## config.mk

```make
export PLATFORM = sky130hd
export DESIGN_NAME = mem_stage_ctrl
export DESIGN_NICKNAME = d
export VERILOG_FILES = /design/src/rtl/mem_stage_ctrl.sv
export SDC_FILE = /design/constraint.sdc
export NUM_CORES = 1
export LEC_CHECK = 0
export CORE_ASPECT_RATIO = 0.9
export CORE_MARGIN = 2
export CORE_UTILIZATION = 41
export DETAILED_ROUTE_END_ITERATION = 10
export PLACE_DENSITY = 0.82
export SYNTH_ARGS = -nofsm -noshare
export SYNTH_HDL_FRONTEND = slang
export SYNTH_SLANG_ARGS = --single-unit
```

## constraint.sdc

```tcl
create_clock -name clk -period 3.35 [get_ports clk]
set_input_delay 0.5025 -clock clk [delete_from_list [all_inputs] [get_ports clk]]
set_output_delay 0.5025 -clock clk [all_outputs]
set_load 0.01 [all_outputs]
```

## src/rtl/mem_stage_ctrl.sv

```systemverilog
// MEM-stage controller: data-memory req/ack sequencing with timeout, pipeline
// freeze, and branch/jump redirect with younger-stage flushes.
module mem_stage_ctrl #(
  parameter int TIMEOUT = 16,
  parameter int CNT_W   = 32
) (
  input  logic             clk,
  input  logic             rst,
  input  logic             ex_mem_mem_read,
  input  logic             ex_mem_mem_write,
  input  logic             ex_mem_branch,
  input  logic             ex_mem_jump,
  input  logic             ex_mem_alu_zero,
  input  logic [31:0]      ex_mem_branch_addr,
  input  logic [31:0]      ex_mem_jump_addr,
  output logic             dmem_req,
  output logic             dmem_we,
  input  logic             dmem_ack,
  output logic             stall,
  output logic             pc_src,
  output logic [31:0]      pc_target,
  output logic             if_flush,
  output logic             id_flush,
  output logic             ex_flush,
  output logic             mem_err,
  output logic [CNT_W-1:0] stall_cycles
);

  typedef enum logic {IDLE, ACCESS} state_t;

  localparam logic [7:0] LAST_WAIT = 8'(TIMEOUT - 1);

  state_t             state_q, state_d;
  logic [7:0]         wait_cnt_q, wait_cnt_d;
  logic               mem_err_q, mem_err_d;
  logic [CNT_W-1:0]   stall_cycles_q, stall_cycles_d;

  logic memop;
  logic req_raw;
  logic timeout_hit;
  logic done;
  logic stall_raw;
  logic take;
  logic [31:0] target_raw;

  assign memop       = ex_mem_mem_read | ex_mem_mem_write;
  assign req_raw     = (state_q == IDLE && memop) || (state_q == ACCESS);
  assign timeout_hit = (state_q == ACCESS) && (wait_cnt_q == LAST_WAIT);
  assign done        = dmem_ack | timeout_hit;
  assign stall_raw   = req_raw & ~done;
  assign take        = ex_mem_jump | (ex_mem_branch & ex_mem_alu_zero);
  assign target_raw  = ex_mem_jump ? ex_mem_jump_addr : ex_mem_branch_addr;

  // Every output is held low while reset is asserted, including a pending request.
  always_comb begin
    dmem_req     = 1'b0;
    dmem_we      = 1'b0;
    stall        = 1'b0;
    pc_src       = 1'b0;
    pc_target    = '0;
    mem_err      = 1'b0;
    stall_cycles = '0;
    if (!rst) begin
      dmem_req     = req_raw;
      dmem_we      = ex_mem_mem_write;
      stall        = stall_raw;
      pc_src       = take & ~stall_raw;
      pc_target    = target_raw;
      mem_err      = mem_err_q;
      stall_cycles = stall_cycles_q;
    end
  end

  assign if_flush = pc_src;
  assign id_flush = pc_src;
  assign ex_flush = pc_src;

  always_comb begin
    state_d        = state_q;
    wait_cnt_d     = wait_cnt_q;
    mem_err_d      = mem_err_q;
    stall_cycles_d = stall_cycles_q;
    unique case (state_q)
      IDLE: begin
        if (memop && !dmem_ack) begin
          state_d    = ACCESS;
          wait_cnt_d = 8'd1;
        end
      end
      ACCESS: begin
        if (dmem_ack) begin
          state_d    = IDLE;
          wait_cnt_d = 8'd0;
        end else if (timeout_hit) begin
          // Abandon the access; the instruction leaves MEM without retry.
          state_d    = IDLE;
          wait_cnt_d = 8'd0;
          mem_err_d  = 1'b1;
        end else begin
          wait_cnt_d = wait_cnt_q + 8'd1;
        end
      end
      default: state_d = IDLE;
    endcase
    if (stall_raw && !(&stall_cycles_q))
      stall_cycles_d = stall_cycles_q + 1'b1;
  end

  always_ff @(posedge clk) begin
    if (rst) begin
      state_q        <= IDLE;
      wait_cnt_q     <= 8'd0;
      mem_err_q      <= 1'b0;
      stall_cycles_q <= '0;
    end else begin
      state_q        <= state_d;
      wait_cnt_q     <= wait_cnt_d;
      mem_err_q      <= mem_err_d;
      stall_cycles_q <= stall_cycles_d;
    end
  end

endmodule

```

==> results of run 1 <==
==> cells by family after synthesis <==
family | after synthesis | synth area share
buf+inv | 23 | 0.0374
flops | 42 | 0.289
compound gates | 33 | 0.0753
mux | 56 | 0.203
fa+ha+maj | 2 | 0.00860
simple gates | 202 | 0.381
xor+xnor | 2 | 0.00602
==> where the power goes <==
group / internal (mW) / total, mW / leakage (nW) / switching [mW]
logic: 0.163 / 0.266 / 1.32 / 0.104
registers: 0.503 / 0.507 / 0.339 / 0.00488
clock network: 0.146 / 0.329 / 0.0441 / 0.182
total: 0.812 / 1.10 / 1.70 / 0.291
==> Yosys cell counts, types with 2 or more instances <==
cell | instances | area (µm²)
a311oi_1 | 2 | 17.5
and3_1 | 6 | 37.5
nor2_1 | 72 | 270
nand3b_1 | 2 | 15.0
buf_1 | 6 | 22.5
nor3b_1 | 3 | 22.5
o21ai_0 | 10 | 50.1
or4_1 | 3 | 22.5
nor4_1 | 4 | 25.0
mux2i_1 | 32 | 320
clkbuf_1 | 11 | 41.3
buf_4 | 4 | 30.0
nor2b_1 | 36 | 225
nor4b_2 | 2 | 30.0
a22oi_1 | 2 | 15.0
nor3_1 | 16 | 80.1
and2_1 | 3 | 18.8
nand3_1 | 10 | 50.1
ha_1 | 2 | 25.0
a41oi_1 | 2 | 17.5
mux2_2 | 16 | 180
nor3b_2 | 2 | 25.0
nand2_1 | 13 | 48.8
mux2_1 | 8 | 90.1
nor4b_1 | 4 | 35.0
and4_1 | 3 | 26.3
dfxtp_1 | 42 | 841
nor3_2 | 2 | 20.0
nand4_1 | 11 | 68.8
a21oi_1 | 9 | 45.0
a31o_2 | 2 | 17.5
or3_1 | 5 | 31.3
==> stage by stage <==
| step | std cells | total power, mW | util |
|---|---|---|---|
| 2_1_floorplan | 360 | 0.626 | - |
| 3_3_place_gp | 578 | 0.781 | 0.630 |
| 3_5_place_dp | 578 | 0.787 | 0.630 |
| 4_1_cts | 586 | 1.12 | 0.643 |
| 5_1_grt | 586 | 1.16 | 0.643 |
| 6_report | 586 | 1.10 | 0.643 |
==> worst min-delay path by stage <==
stage                           end  slack (ns)
after detailed placement  mem_err_q        0.46
after CTS                 mem_err_q        0.48
after floorplan           mem_err_q        0.43
after global routing      mem_err_q        0.54
final                     mem_err_q        0.47
after global placement    mem_err_q        0.45
==> area by class of cell <==
| class | instances | area share |
|---|---|---|
| Clock buffer | 5 | 0.0154 |
| Clock inverter | 3 | 0.00475 |
| Inverter | 1 | 0.000838 |
| Multi-Input combinational cell | 295 | 0.438 |
| Sequential cell | 42 | 0.188 |
| Tap cell | 93 | 0.0260 |
| Timing Repair Buffer | 147 | 0.328 |
==> layer usage <==
layer / vias to the layer above / wire length (µm) / global-route usage
li1: 1559 / - / -
met1: 1405 / 3420 / 0.243
met2: 104 / 4260 / 0.383
met3: 14 / 604 / 0.0723
met4: 0 / 172 / 0.0856
met5: - / 0 / 0
==> flip-flops by register name, summed over array words and instances (netlist names) <==
name / flops
wait_cnt_q: 8
stall_cycles_q: 32
mem_err_q: 1
state_q: 1
==> critical path: stages (launching register included) <==
cell and delay [ns]:
dfxtp_1 0.39, nor4b_2 0.54, a211oi_1 0.28, nor3_1 0.45, clkdlybuf4s50_1 0.63
==> impl_metrics.py, run 1 <==
metrics = {
    "cts": {
        "ctsHoldBuffers": 0,
        "htreeDepth": 2,
        "worstSkewPairLatency_ns": 0.30,
        "clkSinkCount": 42,
        "post_cts_buffers": 0,
        "ctsResizeCount": 0,
        "tritoncts": "built",
        "clk_path_buf_depth": 2,
        "cts_buffers": 5,
        "clockRootBuffer": "clkbuf_8",
        "clkTransAtPathRegs_ns": 0.09,
    },
    "setup_path": {
        "rr_worst_depth": 6,
        "critPathLaunchType": "flop",
        "required_ns": 2.85,
        "crit_arrival_ns": 2.59,
        "crit_type": "reg2out",
        "r2r-end": "stall_cycles_q[30]",
        "worstSetupEndpointType": "primary output",
        "critPathMaxFanout": 7,
        "r2r_setup_slack_ns": 0.68,
        "worstSetupEndpoint": "id_flush",
        "cp-startpoint": "wait_cnt_q[5]",
        "r2r-start": "wait_cnt_q[0]",
    },
    "timing": {
        "setup_slack_ns": 0.258,
        "fmaxAchievable_mhz": 323,
        "fin_crit_sh": 0.923,
        "tns_ns": 0,
        "setup_violations": 0,
        "grt_setup_unrepaired": "false",
        "maxSlewViolCount": 0,
        "relSlewSlack": 0.483,
        "period_needed_ns": 3.09,
        "finalClockSkew_ns": 0.00839,
        "worst_pin_slew_ns": 0.774,
        "holdWs_ns": 0.472,
        "hold_violations": 0,
    },
    "global_routing": {
        "gr-total-overflow": 0,
        "grt_pass1_wl_um": 14000,
        "antenna_found_initial": 0,
        "first_global_vias": 3079,
        "grt_max_degree": 47,
        "grt_usage": 0.219,
    },
    "placed_design": {
        "gp_congestion": 0.811,
        "io_buffers": 143,
        "hpwl_um": 6540,
        "placed_cell_area_mm2": 0.00439,
        "pre_cts_slack_ns": 0.228,
    },
    "finish": {
        "final_common_cell": "clkdlybuf4s50_1",
        "fin_nets": 566,
        "syn2layout_area_growth_pct": 53.9,
        "drive_gt1_frac": 0.0872,
        "seq_area_um2": 841,
        "multiInputGateArea_mm2": 0.00196,
        "finish.instance_area_mm2": 0.00448,
        "n_fill_cell": 598,
        "diodes": 0,
        "mostFrequentLayoutCells": "clkdlybuf4s50_1 (141), nor2_1 (72), dfxtp_1 (42)",
    },
    "route": {
        "wl_um": 8460,
        "wl_per_cell_um": 14.4,
        "num_vias": 3082,
        "antenna_left": 0,
        "drt_iter0_markers": 122,
        "drcViolationCount": 0,
        "viasPerCell": 5.26,
        "firstDrtPassIters": 4,
    },
    "yosys": {
        "yosysWarnings": 0,
        "synth_edf_count": 0,
        "dominantRegCellSynth": "dfxtp_1",
        "synth_area_per_cell_um2": 8.08,
        "synth_seq_cells": 42,
        "syn_nets": 434,
        "synth.yosys.seq_area_share": 0.289,
        "syn_inst": 360,
        "yosysUniqueCellTypes": 47,
        "syn_area_mm2": 0.00291,
        "async_flop_share": 0,
    },
    "run": {
        "maxCapViolCount": 0,
    },
    "hold_path": {
        "min_from": "mem_err_q",
        "min_path_cells": 2,
        "hold_class": "reg2reg",
    },
    "floorplan": {
        "start_util": 0.418,
        "dieWidth_um": 92.8,
        "core-area_mm2": 0.00697,
        "fp.dieH_um": 83.9,
        "num_rows": 29,
        "ioPinCount": 144,
        "dieArea_mm2": 0.00779,
    },
    "outcome": {
        "status": "complete, no violations",
    },
    "power": {
        "leakage_nw": 1.70,
        "irDropWorstVdd_uv": 163,
        "power-per-cell-area_mw_per_mm2": 246,
    },
}
Note: power is estimated with default switching activity, not from simulation.
==> inputs of run 2 (changes only) <==
Settings changed: CTS_CLUSTER_DIAMETER from default to 40.
==> results of run 2 <==
The final DEF is identical to that of run 1; final timing and power are the same.
